### config.mk
export PLATFORM = sky130hd
export DESIGN_NAME = stopwatch_counter
export DESIGN_NICKNAME = d
export VERILOG_FILES = /design/src/rtl/stopwatch_counter.sv
export SDC_FILE = /design/constraint.sdc
export NUM_CORES = 1
export LEC_CHECK = 0
export ABC_CLOCK_PERIOD_IN_PS = 3200
export BUFFER_PORTS_ARGS = -buffer_cell sky130_fd_sc_hd__buf_2
export CORE_MARGIN = 2
export CORE_UTILIZATION = 60
export DETAILED_ROUTE_END_ITERATION = 7
export MAX_ROUTING_LAYER = met4
export PLACE_DENSITY_LB_ADDON = 0.2
export SLEW_MARGIN = 20
export SYNTH_ARGS = -nofsm -noshare
export SYNTH_HDL_FRONTEND = slang
export SYNTH_SLANG_ARGS = --single-unit
### constraint.sdc
create_clock -name clk_in -period 3.2 [get_ports clk_in]
set_input_delay 0.16 -clock clk_in [delete_from_list [all_inputs] [get_ports clk_in]]
set_output_delay 0.16 -clock clk_in [all_outputs]
set_load 0.01 [all_outputs]
### src/rtl/stopwatch_counter.sv
// rtl/stopwatch_counter.sv - MM:SS BCD stopwatch paced by rising edges of tick_lvl
// Run/pause control plus an adjust mode that steps one field at a faster rate.
module stopwatch_counter #(
  parameter int TICKS_PER_SEC = 3571429,
  parameter int TICKS_PER_ADJ = 1785714
) (
  input  logic       clk_in,
  input  logic       rst,
  input  logic       tick_lvl,
  input  logic       pause_btn,
  input  logic       adj,
  input  logic       sel,
  output logic [3:0] min_tens,
  output logic [3:0] min_ones,
  output logic [3:0] sec_tens,
  output logic [3:0] sec_ones,
  output logic       running,
  output logic       step_pulse
);

  localparam int TICKS_MAX = (TICKS_PER_SEC > TICKS_PER_ADJ) ? TICKS_PER_SEC : TICKS_PER_ADJ;
  localparam int PRE_W = (TICKS_MAX > 1) ? $clog2(TICKS_MAX) : 1;
  localparam logic [PRE_W-1:0] SEC_LAST = PRE_W'(TICKS_PER_SEC - 1);
  localparam logic [PRE_W-1:0] ADJ_LAST = PRE_W'(TICKS_PER_ADJ - 1);

  typedef enum logic {
    RUN    = 1'b0,
    PAUSED = 1'b1
  } run_state_t;

  run_state_t       state_q;
  run_state_t       state_nxt;
  logic             tick_d;
  logic             adj_d;
  logic [PRE_W-1:0] pre_q;
  logic [PRE_W-1:0] pre_nxt;
  logic [PRE_W-1:0] pre_last;
  logic             rise;
  logic             mode_chg;
  logic             count_en;
  logic             step;
  logic             sec_adv;
  logic             min_adv;
  logic [3:0]       so_nxt;
  logic [3:0]       st_nxt;
  logic [3:0]       mo_nxt;
  logic [3:0]       mt_nxt;

  assign rise     = tick_lvl & ~tick_d;
  assign mode_chg = adj ^ adj_d;
  assign count_en = adj | (state_q == RUN);
  assign pre_last = adj ? ADJ_LAST : SEC_LAST;
  assign running  = (state_q == RUN);

  // The enable above uses the pre-toggle state, so a rise coinciding with pause still counts.
  always_comb begin
    state_nxt = state_q;
    if (pause_btn) begin
      state_nxt = (state_q == RUN) ? PAUSED : RUN;
    end
  end

  always_comb begin
    pre_nxt = pre_q;
    step    = 1'b0;
    if (mode_chg) begin
      pre_nxt = '0;
    end else if (rise && count_en) begin
      if (pre_q == pre_last) begin
        pre_nxt = '0;
        step    = 1'b1;
      end else begin
        pre_nxt = pre_q + PRE_W'(1);
      end
    end
  end

  // Adjust steps touch only the selected field; normal steps cascade seconds into minutes.
  always_comb begin
    so_nxt  = sec_ones;
    st_nxt  = sec_tens;
    mo_nxt  = min_ones;
    mt_nxt  = min_tens;
    sec_adv = step && (!adj || sel);
    min_adv = step && (adj ? !sel : (sec_ones == 4'd9 && sec_tens == 4'd5));
    if (sec_adv) begin
      if (sec_ones == 4'd9) begin
        so_nxt = 4'd0;
        st_nxt = (sec_tens == 4'd5) ? 4'd0 : sec_tens + 4'd1;
      end else begin
        so_nxt = sec_ones + 4'd1;
      end
    end
    if (min_adv) begin
      if (min_ones == 4'd9) begin
        mo_nxt = 4'd0;
        mt_nxt = (min_tens == 4'd5) ? 4'd0 : min_tens + 4'd1;
      end else begin
        mo_nxt = min_ones + 4'd1;
      end
    end
  end

  always_ff @(posedge clk_in) begin
    if (rst) begin
      state_q    <= RUN;
      tick_d     <= 1'b0;
      adj_d      <= 1'b0;
      pre_q      <= '0;
      min_tens   <= 4'd0;
      min_ones   <= 4'd0;
      sec_tens   <= 4'd0;
      sec_ones   <= 4'd0;
      step_pulse <= 1'b0;
    end else begin
      state_q    <= state_nxt;
      tick_d     <= tick_lvl;
      adj_d      <= adj;
      pre_q      <= pre_nxt;
      min_tens   <= mt_nxt;
      min_ones   <= mo_nxt;
      sec_tens   <= st_nxt;
      sec_ones   <= so_nxt;
      step_pulse <= step;
    end
  end

endmodule

==> impl_metrics.ini, run 1 <==
[synthesis]
synth-seq-cells = 42
synth-xor-area-share_pct = 9.253
dominantRegCellSynth = dfxtp_1
yosys.area_share.simple_pct = 35.40
syn_area_sq_mm = 0.002177
synth.distinct_cells = 43
ys_warn_count = 0
async_reset_ff_share_pct = 0
syn-mean-instance-area_sq_um = 8.373
synth-edff-count = 0
synth.area.mux_share_pct = 1.954
synthAdderAreaFrac_pct = 0.5747
syn_nets = 267
synth_compound_area_share_pct = 10.40
ys_seq_area_share_pct = 38.62
syn-instance-count = 260
synth_top_family_by_area = simple AND/OR/NAND/NOR gates

[sta]
worstMarginPinSlew_ps = 711.3
setup_viol = 0
fin_hold_ws_ps = 33.90
period_share_pct = 72.15
fin_tns_setup_ps = 0
max-slew-margin-rel_pct = 52.58
rsz0062_at_grt = false
slew_violations = 0
fin_crit_ps = 2309
fmax_mhz = 433.1
hold_violations = 0
skew_ps = 13.90

[worst_hold_path]
hp-class = in2reg
min_from = tick_lvl
hold_depth = 2
min_to = tick_d$_SDFF_PP0_

[final_layout]
insertedDiodeCount = 0
nets = 286
final_common_cell = dfxtp_1
fillers = 302
layout_common_cells = dfxtp_1 (42), nor2_1 (26), buf_2 (23)
drive_above_1_share_pct = 11.43
syn_to_final_growth_pct = 8.276

[route]
routed_wl_um = 4220
wire_per_inst_um = 12.94
via_count = 1880
viasPerCell = 5.767
drt-initial-drc-count = 101
drtPass1Iterations = 4
ant_nets = 0
drc_errors = 0

[clocking]
cts_buffers = 5
path_clk_slew_ps = 110
ctsResizeCount = 0
cts_setup_buffers = 0
insertion_delay_ps = 360
cts_max_path_buffers = 2
cts_tree = done
cts.sinks = 42
cts_hold_buffers = 0
cts-root-buf = clkbuf_4
htree_levels = 2

[critical_path]
rrSetupSlack_ps = 890
reg2regPathDepth = 5
regToRegEndpoint = sec_ones[1]$_SDFFE_PP0P_
cp-end-kind = flop
critical_path_required_ps = 3490
crit_fanout = 8
cp.arrival_ps = 2600
r2r-start = pre_q[0]$_SDFFE_PP0N_
crit_type = reg2reg
cp-start-kind = flop

[power_and_ir_drop]
p_leak_nw = 0.7775
powerDensity_mw_per_mm2 = 358.2
power_w = 0.0008443
peakVddDrop_uv = 248.9

[global_routing]
grt_max_degree = 24
grt_first_pass_wirelength_um = 7500
antenna_found_initial = 0
track_usage_pct = 23.42
grt_overflow = 0
grt_pass1_vias = 1801

[floorplan]
core_sq_mm = 0.003416
io_pins = 24
die_area_sq_mm = 0.004126
num_rows = 21
die_x_um = 64.24
initial_core_util_pct = 63.74
die_h_um = 64.24

[placement]
port_buffers = 23
gp_congestion = 0.8016
dp_hpwl_um = 3019

[flow_run]
drv_cap = 0

[run_status]
status = complete, no violations
## power by group
part | switching [W] | internal (W)
Clock | 0.000167 | 0.000107
Sequential | 0.00000408 | 0.000526
Combinational | 0.0000269 | 0.0000133
## cell usage after synthesis, types with 9 or more instances
master	count	share of area, %
xnor2_1	15	6.0
nand2_1	15	2.6
nor2b_1	12	3.4
nand3_1	13	3.0
o21ai_1	9	2.1
dfxtp_1	42	39
nor3_1	9	2.1
a21oi_1	15	3.4
nor2_1	26	4.5
clkbuf_1	9	1.6
## routing by layer
metal | global-route usage, % | part of all wire (%) | vias up
met5 | - | 0 | -
met1 | 25.27 | 45 | 866
li1 | - | - | 975
met2 | 41.54 | 50 | 32
met3 | 3.873 | 3.3 | 7
met4 | 11.44 | 2.2 | 0
## worst max path at each step
stage / start / end / slack, ps / cells after the start
after floorplan: pre_q[16]$_SDFFE_PP0N_ / sec_tens[2]$_SDFFE_PP0P_ / 1070 / 6
after global placement: pre_q[0]$_SDFFE_PP0N_ / min_tens[1]$_SDFFE_PP0P_ / 960 / 5
after detailed placement: pre_q[0]$_SDFFE_PP0N_ / sec_ones[1]$_SDFFE_PP0P_ / 900 / 5
after CTS: pre_q[0]$_SDFFE_PP0N_ / sec_ones[1]$_SDFFE_PP0P_ / 880 / 5
after global routing: pre_q[16]$_SDFFE_PP0N_ / min_ones[3]$_SDFFE_PP0P_ / 700 / 5
final: pre_q[0]$_SDFFE_PP0N_ / sec_ones[1]$_SDFFE_PP0P_ / 890 / 5
## layout make-up
| cell class | instances | area [sq um] | area share [%] |
|---|---|---|---|
| multi-input combinational | 199 | 1254 | 53.18 |
| sequential | 42 | 840.8 | 35.67 |
| timing repair buffer | 23 | 115.1 | 4.883 |
| tap | 46 | 57.56 | 2.442 |
| clock buffer | 7 | 55.05 | 2.335 |
| inverter | 8 | 30.03 | 1.274 |
| clock inverter | 1 | 5.005 | 0.2123 |
## worst max-delay path: stages, from the launching register on
cell      delay, ps
dfxtp_1         410
nor4bb_1        300
mux2i_1         160
or4_1           690
or4_1           540
a21oi_1         150
## sequential cells by signal, summed over array words and instances (netlist names)
register	cells
adj_d	1
min_ones	4
min_tens	4
pre_q	22
sec_ones	4
sec_tens	4
state_q	1
step_pulse	1
tick_d	1
## kinds of logic (layout without fill, tap and decap cells)
| logic type | count (synthesis) | count (layout) |
|---|---|---|
| buffers and inverters | 19 | 39 |
| adders and majority gates | 1 | 1 |
| xor gates and xnor gates | 23 | 23 |
| DFF | 42 | 42 |
| and+or+nand+nor | 131 | 131 |
| AOI/OAI and AO/OA | 40 | 40 |
| muxes | 4 | 4 |
## per-stage QoR
| step | util, % | worst slack [ps] | std cells | cell area [sq um] |
|---|---|---|---|---|
| 2_1_floorplan | - | 1071 | 260 | 2177 |
| 3_3_place_gp | 67.25 | 960.4 | 318 | 2297 |
| 3_5_place_dp | 67.25 | 901.9 | 318 | 2297 |
| 4_1_cts | 69.01 | 883.0 | 326 | 2357 |
| 5_1_grt | 69.01 | 697.3 | 326 | 2357 |
| 6_report | 69.01 | 891.2 | 326 | 2357 |
Note: power is estimated with default switching activity, not from simulation.
==> inputs of run 2 (changes only) <==
Settings changed: ABC_AREA from default to 1, ABC_CLOCK_PERIOD_IN_PS 3200 to 2000, CORE_UTILIZATION 60 to 53.
Clock period 3.2 ns to 2 ns, I/O delays scaled along.
==> run 2 against run 1 <==
Clock skew decreased by 5.0 ps. Setup slack got worse by 660 ps. Final cell count grew 52%. Combinational power rose to 2.6 times the previous value. Via count up 33%. Critical endpoint is now pre_q[10]$_SDFFE_PP0N_. Highest routed layer unchanged.
==> impl_metrics.ini, run 2 <==
[critical_path]
cp_num_buf_inv = 2
cp_top_family = simple AND/OR/NAND/NOR gates
cp.arrival_ps = 1960
crit_fanout = 6
reg2regPathDepth = 11
crit_chain = nand2_1 -> inv_1 -> nand2_2 -> nor2_4 -> nand2_4 -> nor2_8 -> nand2_1 -> nand2_2 -> inv_2 -> o21ai_0 -> a21oi_1
worst_path_largest_cell_delay_ps = 380
cp_num_cells = 11
cp-start-kind = flop
cp-end-kind = flop
crit_type = reg2reg
critical_path_required_ps = 2190
cp_slowest_cell = dfxtp_1

[clocking]
insertion_delay_ps = 300
cts_tree = done
cts_buffers = 5
htree_levels = 2
path_clk_slew_ps = 90
cts_hold_buffers = 0
cts-root-buf = clkbuf_8
cts.sinks = 42
cts_max_path_buffers = 2

[floorplan]
core_sq_mm = 0.004723
die_area_sq_mm = 0.005467
io_pins = 24
initial_core_util_pct = 54.89
die_x_um = 73.94
num_rows = 25
die_h_um = 73.94

[final_layout]
largest_reg_flops = 22
final_common_cell = nand2_1
nets = 436
layout_common_cells = nand2_1 (102), nor2_1 (70), inv_1 (50)
drive_above_1_share_pct = 16.98
syn_to_final_growth_pct = 13.32
fin_area_sq_mm = 0.002938
final_util_pct = 62.20
insertedDiodeCount = 0
largest_register = pre_q

[synthesis]
synth.distinct_cells = 36
syn-mean-instance-area_sq_um = 6.481
synth_top_area_share_pct = 32.43
ys_seq_area_share_pct = 32.43
syn-instance-count = 400
dominantRegCellSynth = dfxtp_1
async_reset_ff_share_pct = 0
syn_nets = 407
syn_area_sq_mm = 0.002592
synth-seq-cells = 42
yosysMostFrequentCell = nand2_1
synth-edff-count = 0
synth_common_cells = nand2_1 (102), nor2_1 (70), inv_1 (50)
synth.largest_area_cell = dfxtp_1
ys_top_cells_by_area = dfxtp_1 (32%), nand2_1 (15%), nor2_1 (10%)
ys_warn_count = 0

[global_routing]
grt_pass1_vias = 2320
track_usage_pct = 25.15
use_met3_pct = 4.743
grt_max_degree = 16
grtUsageMet1_pct = 31.49
grt_first_pass_wirelength_um = 10360
grt_overflow = 0
grtUsageMet2_pct = 39.29
busiest_layer = met2
antenna_found_initial = 0

[run_status]
status = complete, no violations

[sta]
fin_tns_setup_ps = 0
fin_crit_ps = 1771
rsz0062_at_grt = false
fmax_mhz = 564.7
max-slew-margin-rel_pct = 68.83
period_share_pct = 88.54
setup_viol = 0
hold_violations = 0
worstMarginPinSlew_ps = 467.0
skew_ps = 8.859
slew_violations = 0

[route]
wire_per_inst_um = 11.82
drc_errors = 0
drt-initial-drc-count = 157
viasPerCell = 5.044
drtPass1Iterations = 4
via_count = 2507
routed_wl_um = 5877
ant_nets = 0

[worst_hold_path]
hp-class = in2reg
hold_depth = 3

[power_and_ir_drop]
power_frac_seq_pct = 46.9
comb_power_share_pct = 5.9
switching_share_pct = 21.78
powerDensity_mw_per_mm2 = 613.7
p_switching_w = 0.0003927
p_leak_nw = 1.202
p_int_w = 0.001410
peakVddDrop_uv = 379.3
pwr-share-clk_pct = 47.2

[flow_run]
drv_cap = 0

[placement]
dp_hpwl_um = 4348
port_buffers = 23
dpl_cell_area_sq_mm = 0.002794
gp_congestion = 0.9356
## run 2: cell count changes after synthesis, sizes merged, moves of 6 or more
cell / before / now
or3: 7 / 0
nor4: 8 / 1
inv: 8 / 56
clkbuf: 9 / 0
nor3b: 1 / 7
o31ai: 6 / 0
nand3: 13 / 30
or4: 9 / 0
nand2: 15 / 108
nor2b: 12 / 0
xnor2: 15 / 4
nor2: 26 / 85
## run 2: worst min-delay path: cells and delay by family
family        cells  cell delay (ps)
simple gates      1               60
buf+inv           2              110
## run 2: cells by family after synthesis
logic type | count (synthesis) | synth area share (%)
and+or+nand+nor | 252 | 46.81
buffers and inverters | 63 | 10.33
DFF | 42 | 32.43
AOI/OAI and AO/OA | 32 | 6.564
xor gates and xnor gates | 10 | 3.378
adders and majority gates | 1 | 0.4825
## run 2: per-layer routing
metal  vias up  wire, um
met5         -         0
met4         0       206
met3        18       329
met2        72      2626
met1      1104      2715
li1       1313         -
## run 2: worst paths after layout
path | startpoint | endpoint | slack, ps
max | pre_q[11]$_SDFFE_PP0N_ | pre_q[10]$_SDFFE_PP0N_ | 230
min | tick_lvl | tick_d$_SDFF_PP0_ | 3
max reg2reg | pre_q[11]$_SDFFE_PP0N_ | pre_q[10]$_SDFFE_PP0N_ | 230
min reg2reg | pre_q[12]$_SDFFE_PP0N_ | pre_q[12]$_SDFFE_PP0N_ | 490
## run 2: metrics by stage
step / instances / power [W] / worst slack (ps) / hold slack (ps)
6_report: 497 / 0.001803 / 229.2 / 3.157
5_1_grt: 497 / 0.001851 / 42.08 / 51.63
2_1_floorplan: 400 / 0.0009454 / 445.1 / 169.1
3_3_place_gp: 489 / 0.0009706 / 266.5 / 312.5
3_5_place_dp: 489 / 0.0009712 / 252.5 / 319.7
4_1_cts: 497 / 0.001804 / 225.8 / 9.556
## run 2: what timing repair did
action	in CTS	in global routing
setup endpoints to repair	0	1
resized for setup	0	1
buffers inserted	0	0
## run 2: final cells by class
type                            instances  area [sq um]
Fill cell                             440          1785
Multi-Input combinational cell        295          1484
Sequential cell                        42         842.1
Inverter                               56         212.7
Timing Repair Buffer                   29         172.7
Tap cell                               67         83.83
Clock buffer                            6         82.58
Clock inverter                          2         60.06
## run 2: power by group through the flow
stage	combinational, W	clock [W]	sequential, W
2_1_floorplan	0.0000807	0	0.000865
3_3_place_gp	0.000105	0	0.000865
3_5_place_dp	0.000106	0	0.000866
4_1_cts	0.000107	0.000851	0.000846
5_1_grt	0.000121	0.000883	0.000847
6_report	0.000106	0.000851	0.000846
